[src/rtl/uart_pkg.sv]
// Shared constants for the UART transmit path: FSM state encodings,
// parity selection codes, line idle level and the parity helper.
package uart_pkg;

  // FSM state encodings (kept as plain constants for legacy tooling).
  localparam logic [2:0] S_IDLE   = 3'd0;
  localparam logic [2:0] S_START  = 3'd1;
  localparam logic [2:0] S_DATA   = 3'd2;
  localparam logic [2:0] S_PARITY = 3'd3;
  localparam logic [2:0] S_STOP   = 3'd4;

  // Parity type select values on par_typ.
  localparam logic PAR_EVEN = 1'b0;
  localparam logic PAR_ODD  = 1'b1;

  // Level of the serial line between frames (mark).
  localparam logic IDLE_LEVEL = 1'b1;

  // Parity over a word of up to 9 bits. Narrower words are zero-extended
  // by the caller, which leaves the XOR reduction unchanged.
  function automatic logic calc_parity(input logic [8:0] d, input logic typ);
    logic p;
    p = ^d;
    return (typ == PAR_EVEN) ? p : ~p;
  endfunction

endpackage

[src/rtl/uart_baud_tick.sv]
// Bit-time prescaler: counts 0..CLKS_PER_BIT-1 while enabled and pulses
// bit_tick on the final count of each serial bit.
module uart_baud_tick #(
  parameter int CLKS_PER_BIT = 16,
  parameter int CNT_W        = $clog2(CLKS_PER_BIT + 1)
) (
  input  logic clk,
  input  logic reset,
  input  logic enable,
  input  logic clear,
  output logic bit_tick
);

  localparam logic [CNT_W-1:0] CNT_LAST = CNT_W'(CLKS_PER_BIT - 1);

  logic [CNT_W-1:0] cnt;

  assign bit_tick = enable && !clear && (cnt == CNT_LAST);

  // Prescale counter: wraps at the end of each bit, held at zero when cleared.
  always_ff @(posedge clk) begin
    // NOTE: sequential state uses non-blocking assignments so every register
    // samples pre-edge values; blocking here would create order-dependent races.
    if (reset || clear) begin
      cnt <= '0;
    end else if (enable) begin
      cnt <= (cnt == CNT_LAST) ? '0 : cnt + 1'b1;
    end
  end

endmodule

[src/rtl/uart_tx_framer.sv]
// UART transmitter: accepts one word over a valid/ready handshake and
// serialises it as start, data LSB-first, optional parity, 1 or 2 stop bits.
// The line is driven straight from a register so it never glitches.
module uart_tx_framer
  import uart_pkg::*;
#(
  parameter int DATA_WIDTH   = 8,
  parameter int CLKS_PER_BIT = 16,
  parameter int CNT_W        = $clog2(CLKS_PER_BIT + 1)
) (
  input  logic                  clk,
  input  logic                  reset,
  input  logic                  data_valid,
  input  logic [DATA_WIDTH-1:0] p_data,
  input  logic                  par_en,
  input  logic                  par_typ,
  input  logic                  stop2,
  output logic                  ready,
  output logic                  busy,
  output logic                  tx_out,
  output logic                  tx_done
);

  localparam int              IDX_W    = $clog2(DATA_WIDTH);
  localparam logic [IDX_W-1:0] IDX_LAST = IDX_W'(DATA_WIDTH - 1);

  logic [2:0]            state;
  logic [IDX_W-1:0]      bit_idx;
  logic                  stop_cnt;   // 0 = first stop bit, 1 = second
  logic [DATA_WIDTH-1:0] shift_r;
  logic                  par_bit_r;
  logic                  par_en_r;
  logic                  stop2_r;
  logic                  tx_r;
  logic                  bit_tick;
  logic                  last_stop;

  // Words are only taken in IDLE, so everything on the inputs is ignored
  // while a frame is in flight.
  assign ready     = (state == S_IDLE);
  assign busy      = !ready;
  assign tx_out    = tx_r;
  // With one stop bit the first one is final; with two, the second is.
  assign last_stop = (stop_cnt == stop2_r);
  // Suppressed under reset so an abandoned frame never reports completion.
  assign tx_done   = (state == S_STOP) && bit_tick && last_stop && !reset;

  uart_baud_tick #(
    .CLKS_PER_BIT (CLKS_PER_BIT),
    .CNT_W        (CNT_W)
  ) u_baud (
    .clk      (clk),
    .reset    (reset),
    .enable   (state != S_IDLE),
    .clear    (state == S_IDLE),
    .bit_tick (bit_tick)
  );

  // Frame sequencer together with its shift, parity and line registers.
  always_ff @(posedge clk) begin
    if (reset) begin
      // NOTE: the datapath registers are reset too, not just the FSM, so the
      // line and the latched frame settings never come up as X after reset.
      state     <= S_IDLE;
      bit_idx   <= '0;
      stop_cnt  <= 1'b0;
      shift_r   <= '0;
      par_bit_r <= 1'b0;
      par_en_r  <= 1'b0;
      stop2_r   <= 1'b0;
      tx_r      <= IDLE_LEVEL;
    end else begin
      case (state)
        S_IDLE: begin
          tx_r <= IDLE_LEVEL;
          if (data_valid) begin
            state     <= S_START;
            tx_r      <= ~IDLE_LEVEL;
            shift_r   <= p_data;
            par_bit_r <= calc_parity(9'(p_data), par_typ);
            par_en_r  <= par_en;
            stop2_r   <= stop2;
            bit_idx   <= '0;
            stop_cnt  <= 1'b0;
          end
        end

        S_START: begin
          if (bit_tick) begin
            state   <= S_DATA;
            tx_r    <= shift_r[0];
            shift_r <= shift_r >> 1;
          end
        end

        S_DATA: begin
          if (bit_tick) begin
            if (bit_idx == IDX_LAST) begin
              if (par_en_r) begin
                state <= S_PARITY;
                tx_r  <= par_bit_r;
              end else begin
                state <= S_STOP;
                tx_r  <= IDLE_LEVEL;
              end
            end else begin
              bit_idx <= bit_idx + 1'b1;
              tx_r    <= shift_r[0];
              shift_r <= shift_r >> 1;
            end
          end
        end

        S_PARITY: begin
          if (bit_tick) begin
            state <= S_STOP;
            tx_r  <= IDLE_LEVEL;
          end
        end

        S_STOP: begin
          if (bit_tick) begin
            if (last_stop) begin
              state <= S_IDLE;
            end else begin
              stop_cnt <= 1'b1;
            end
          end
        end

        default: begin
          state <= S_IDLE;
          tx_r  <= IDLE_LEVEL;
        end
      endcase
    end
  end

endmodule
[config.mk]
export PLATFORM = sky130hd
export DESIGN_NAME = uart_tx_framer
export DESIGN_NICKNAME = d
export VERILOG_FILES = /design/src/rtl/uart_pkg.sv /design/src/rtl/uart_baud_tick.sv /design/src/rtl/uart_tx_framer.sv
export SDC_FILE = /design/constraint.sdc
export NUM_CORES = 1
export LEC_CHECK = 0
export CAP_MARGIN = 40
export CORE_MARGIN = 5
export CORE_UTILIZATION = 57
export DETAILED_ROUTE_END_ITERATION = 12
export GPL_ROUTABILITY_DRIVEN = 0
export PLACE_DENSITY_LB_ADDON = 0.3
export SYNTH_ARGS = -nofsm -noshare
export SYNTH_HDL_FRONTEND = slang
export SYNTH_SLANG_ARGS = --single-unit
[constraint.sdc]
create_clock -name clk -period 4.5 [get_ports clk]
set_clock_uncertainty 0.1 [all_clocks]
set_input_delay 0.45 -clock clk [delete_from_list [all_inputs] [get_ports clk]]
set_output_delay 0.45 -clock clk [all_outputs]
set_load 0.02 [all_outputs]
==> flow_metrics.env <==
export IMPL_hold_ws_ns=0.366
export IMPL_swShare_pct=29.9
export IMPL_die_w_um=58.3
export IMPL_syn_to_final_growth_pct=13.5
export IMPL_fin_nets=183
export IMPL_vias=1157
export IMPL_synth_edff_count=0
export IMPL_post_cts_resize_count=0
export IMPL_run_status="finished, final reports clean"
export IMPL_slew_viol_final=0
export IMPL_cts_tree="built"
export IMPL_yosysSeqAreaShare_pct=36.2
export IMPL_drive_above_1_share_pct=9.70
export IMPL_ys_seq_elements=24
export IMPL_whs_endpoint="bit_idx[1]$_SDFFE_PP0P_"
export IMPL_layout_commonest_cell="dfxtp_1"
export IMPL_rsz0062_at_grt="false"
export IMPL_synth_cell_area_sq_um=1330
export IMPL_dieArea_sq_um=3390
export IMPL_portBuffers=17
export IMPL_avgSynthCellArea_sq_um=8.73
export IMPL_cts_htree_levels=1
export IMPL_timing_rr_start="u_baud.cnt[0]$_SDFFE_PP0P_"
export IMPL_clkTransAtPathRegs_ns=0.14
export IMPL_pwr_density_cell_nw_per_um2=315
export IMPL_relSlewSlack_pct=52.2
export IMPL_power_frac_seq_pct=50.8
export IMPL_hpwl_um=1990
export IMPL_post_cts_buffers=0
export IMPL_r2r_cells=6
export IMPL_synth_distinct_cells=42
export IMPL_routed_wl_um=2700
export IMPL_arrival_ns=2.34
export IMPL_rows=17
export IMPL_critPathMaxFanout=12
export IMPL_fin_tns_setup_ns=0
export IMPL_fp_dieH_um=58.3
export IMPL_ctsRootBufferMaster="clkbuf_4"
export IMPL_r2r_end="shift_r[4]$_SDFFE_PP0P_"
export IMPL_coreArea_sq_um=2210
export IMPL_wire_per_inst_um=14.0
export IMPL_ioPinCount=18
export IMPL_cts_buffers=3
export IMPL_grt_pass1_wl_um=4520
export IMPL_drt_iter0_markers=38
export IMPL_clock_power_share_pct=25.0
export IMPL_intPower_w=0.000332
export IMPL_p_comb_share_pct=24.3
export IMPL_clock_path_buffers=2
export IMPL_switchingPower_w=0.000142
export IMPL_synth_top_area_share_pct=36.2
export IMPL_initial_utilization_pct=60.0
export IMPL_grt_overflow=0
export IMPL_reg2reg_slack_ns=2.44
export IMPL_via_per_inst=5.99
export IMPL_cp_start_kind="flip-flop"
export IMPL_grt_pass1_vias=1062
export IMPL_worst_slew_pin_slew_ns=0.717
export IMPL_synth_top_area_cell="dfxtp_1"
export IMPL_first_pass_iters=4
export IMPL_synth_flop_cell="dfxtp_1"
export IMPL_drc_errors=0
export IMPL_hold_path_class="flip-flop to flip-flop"
export IMPL_diodes=0
export IMPL_maxCapViolCount=0
export IMPL_cp_required_ns=3.95
export IMPL_synth_async_sr_flop_share_pct=0
export IMPL_grt_use_total_pct=17.0
export IMPL_cts_hold_fix_buffers=0
export IMPL_syn_nets=169
export IMPL_synthCells=152
export IMPL_finalCritPeriodShare_pct=64.1
export IMPL_fmax_ghz=0.347
export IMPL_whs_path_depth=2
export IMPL_post_route_min_period_ns=2.89
export IMPL_final_cell_mix="dfxtp_1 (24), nand2_1 (17), clkdlybuf4s50_1 (17)"
export IMPL_worstSetupStartpoint="u_baud.cnt[0]$_SDFFE_PP0P_"
export IMPL_yosysWarnings=0
export IMPL_hold_start="bit_idx[1]$_SDFFE_PP0P_"
export IMPL_setup_violations=0
export IMPL_hold_violations=0
export IMPL_grt_max_degree=23
export IMPL_power_leakage_nw=0.538
export IMPL_antenna_found_initial=0
export IMPL_critPathKind="flip-flop to output pin"
export IMPL_clock_sinks=24
export IMPL_synth_area_leaders="dfxtp_1 (36%), nand2_1 (4.8%), xnor2_1 (4.6%)"
export IMPL_cp_end_kind="output pin"
export IMPL_worst_skew_pair_late_latency_ns=0.33
export IMPL_ir_worst_vdd_mv=0.219
export IMPL_ant_nets=0
==> synth_stat cells, drive strengths merged, types with 3 or more instances <==
library cell and instances:
a21oi 11, o21ai 10, dfxtp 24, nand3 7
nand4 4, xnor2 7, a311oi 7, xor2 3
nand2 18, inv 3, nor2 16, ha 3
clkbuf 3, nor3 5, buf 6
==> per-layer routing <==
layer | vias up | global-route usage [%] | routed length, um
li1 | 576 | - | -
met1 | 540 | 20.5 | 1170
met2 | 34 | 28.5 | 1310
met5 | - | 0 | 0
met4 | 0 | 9.93 | 82
met3 | 7 | 2.45 | 130
==> worst max path at each step <==
stage,endpoint,slack (ns)
after floorplan,tx_done,2.40
after global placement,tx_done,1.91
after detailed placement,tx_done,1.87
after CTS,tx_done,1.60
after global routing,tx_done,1.45
final,tx_done,1.61
==> worst max-delay path, stage by stage, from the launching register on <==
cell             delay [ns]
dfxtp_1                0.38
ha_1                   0.21
and4b_1                0.49
nand2_1                0.10
nor3b_1                0.20
clkdlybuf4s50_1        0.63
==> area by class of cell <==
class                   instances  area, sq um
clock buffers                   4         36.3
fillers                       193          706
inverters                       3         11.3
multi-input cells             116          766
flip-flops and latches         24          480
well taps                      28         35.0
repair buffers                 18          178
==> logic make-up (layout without fill, tap and decap cells) <==
family / after synthesis / after routing / share of synthesized area [%]
and+or+nand+nor: 65 / 65 / 27.8
AOI/OAI and AO/OA: 37 / 37 / 18.8
DFF: 24 / 24 / 36.2
buffers and inverters: 12 / 25 / 6.13
xor gates and xnor gates: 11 / 11 / 8.29
adders and majority gates: 3 / 3 / 2.83
==> state kept, by name, indices dropped and copies added (netlist names) <==
name,flops
par_en_r,1
stop2_r,1
shift_r,8
par_bit_r,1
state,3
bit_idx,3
u_baud.cnt,5
tx_out,1
stop_cnt,1
==> metrics by stage <==
step | power (W) | area [sq um] | setup slack [ns] | util [%] | cells
after floorplan | 0.000328 | 1330 | 2.40 | - | 152
after detailed placement | 0.000361 | 1470 | 1.87 | 66.5 | 189
after global routing | 0.000499 | 1510 | 1.45 | 68.1 | 193
after global placement | 0.000357 | 1470 | 1.91 | 66.5 | 189
final | 0.000474 | 1510 | 1.61 | 68.1 | 193
after CTS | 0.000476 | 1510 | 1.60 | 68.1 | 193
==> power groups by stage <==
stage	Clock, W	Sequential (W)	Combinational [W]
3_3_place_gp	0	0.000244	0.000113
2_1_floorplan	0	0.000240	0.0000881
6_report	0.000118	0.000241	0.000115
3_5_place_dp	0	0.000245	0.000116
4_1_cts	0.000120	0.000240	0.000116
5_1_grt	0.000129	0.000243	0.000128
(Power assumes the default switching activity.)
==> RTL edit (config.mk and constraints unchanged) <==
`CLKS_PER_BIT` is set to 16 in 2 places; all go to 8.
--- a/src/rtl/uart_baud_tick.sv
+++ b/src/rtl/uart_baud_tick.sv
@@ -1,7 +1,7 @@
 // Bit-time prescaler: counts 0..CLKS_PER_BIT-1 while enabled and pulses
 // bit_tick on the final count of each serial bit.
 module uart_baud_tick #(
-  parameter int CLKS_PER_BIT = 16,
+  parameter int CLKS_PER_BIT = 8,
   parameter int CNT_W        = $clog2(CLKS_PER_BIT + 1)
 ) (
   input  logic clk,
--- a/src/rtl/uart_tx_framer.sv
+++ b/src/rtl/uart_tx_framer.sv
@@ -5,7 +5,7 @@
   import uart_pkg::*;
 #(
   parameter int DATA_WIDTH   = 8,
-  parameter int CLKS_PER_BIT = 16,
+  parameter int CLKS_PER_BIT = 8,
   parameter int CNT_W        = $clog2(CLKS_PER_BIT + 1)
 ) (
   input  logic                  clk,
Function: changed (a bounded check fails within 10 cycles, from zero or initial values and one cycle with reset high).
==> RTL edit against the original RTL <==
Cell area fell by 4.2%; via count down 4.9%; sequential cell count is 1 lower; cell count is 2.1% lower; worst hold slack better by 0.021 ns; routed wire length down 3.6%; synthesized area decreased by 5.2%; power is 11% lower; critical path depth down 3; fmax increased by 2.0%; sequential share of layout area is essentially flat; global-route usage increased by 0.085 points; setup slack better by 0.057 ns.
==> RTL edit: results (changes against the original RTL) <==
----------------------------------------------------
[Run status]
  Outcome ... finished clean (unchanged)

[Layout]
  ClkCell Share ... 0.0182 (was 0.0241)
  Multi-input gates ... 112 (was 116)
  Multi-input logic portion of the cell area ... 0.505 (was 0.508)
  Signal buffers share of area ... 0.123 (was 0.118)
  Share of final-layout standard cells stronger than drive strength 1 ... 0.0683 (was 0.0970)
  Largest registers ... shift_r (8), u_baud.cnt (4) (was shift_r (8), u_baud.cnt (5))
  FILL cells ... 189 (was 193)
  NumNets Final ... 179 (was 183)

[Min path]
  Hold Crit Start ... u_baud.cnt[0] (was bit_idx[1])

[Drt]
  Iteration-0 DRC count of the detailed router ... 24 (was 38)
  Routed length per instance ... 13.8 um (was 14.0 um)

[Worst setup path]
  Slack of the worst reg-to-reg path ... 2.50 ns (was 2.44 ns)
  Worst flop-to-flop path endpoint ... shift_r[2] (was shift_r[4])
  Critical-path maximum fanout ... 24 (was 12)

[Logic synthesis]
  XOR/XNOR share of the synthesized area ... 0.0875 (was 0.0829)
  Multiplexer area fraction after synthesis ... 0.0159 (was 0)
  Number of nets in the synthesized netlist ... 165 (was 169)
  Synth Area in Compound Gates ... 0.245 (was 0.188)
  Sequential cell area fraction in the yosys report ... 0.366 (was 0.362)
  Unique cell type count in the Yosys netlist ... 39 (was 42)

[Global routing]
  Global-route usage over all layers ... 0.171 (was 0.170)
  First-pass GRT wire length ... 4.51 mm (was 4.52 mm)
  Via count of the first global-routing pass ... 972 (was 1062)
  Largest net degree at the start of global routing ... 25 (was 23)

[STA]
  Post-route worst hold slack ... 0.387 ns (was 0.366 ns)

[Placed design]
  Detailed placer's ending HPWL ... 1.89 mm (was 1.99 mm)

[Pwr]
  IR Drop Worst-Case VDD ... 0.203 mV (was 0.219 mV)

----------------------------------------------------
==> RTL edit: metrics by stage <==
step,cells,area (sq um),setup slack (ns),total power [W],utilization
after floorplan,148,1260,2.35,0.000297,-
after global placement,185,1420,1.96,0.000323,0.653
after detailed placement,185,1420,1.91,0.000326,0.653
after CTS,189,1440,1.68,0.000422,0.666
after global routing,189,1440,1.50,0.000444,0.666
final,189,1440,1.67,0.000420,0.666
==> RTL edit: report_power, final <==
group          switching, W  internal, W  leakage [nW]
Combinational     0.0000457    0.0000452         0.301
Sequential        0.0000143     0.000217         0.188
Clock             0.0000634    0.0000347        0.0150
Total              0.000123     0.000297         0.504
==> RTL edit: worst max-delay path, stage by stage, from the launching register on <==
cell,delay (ns)
dfxtp_1,0.57
nor3_1,0.65
clkdlybuf4s50_1,0.73
==> RTL edit: metal layers <==
metal,up-vias,part of all wire,track usage
li1,558,-,-
met1,520,0.46,0.228
met2,17,0.49,0.271
met3,5,0.039,0.0611
met4,0,0.0069,0.0298
met5,-,0,0
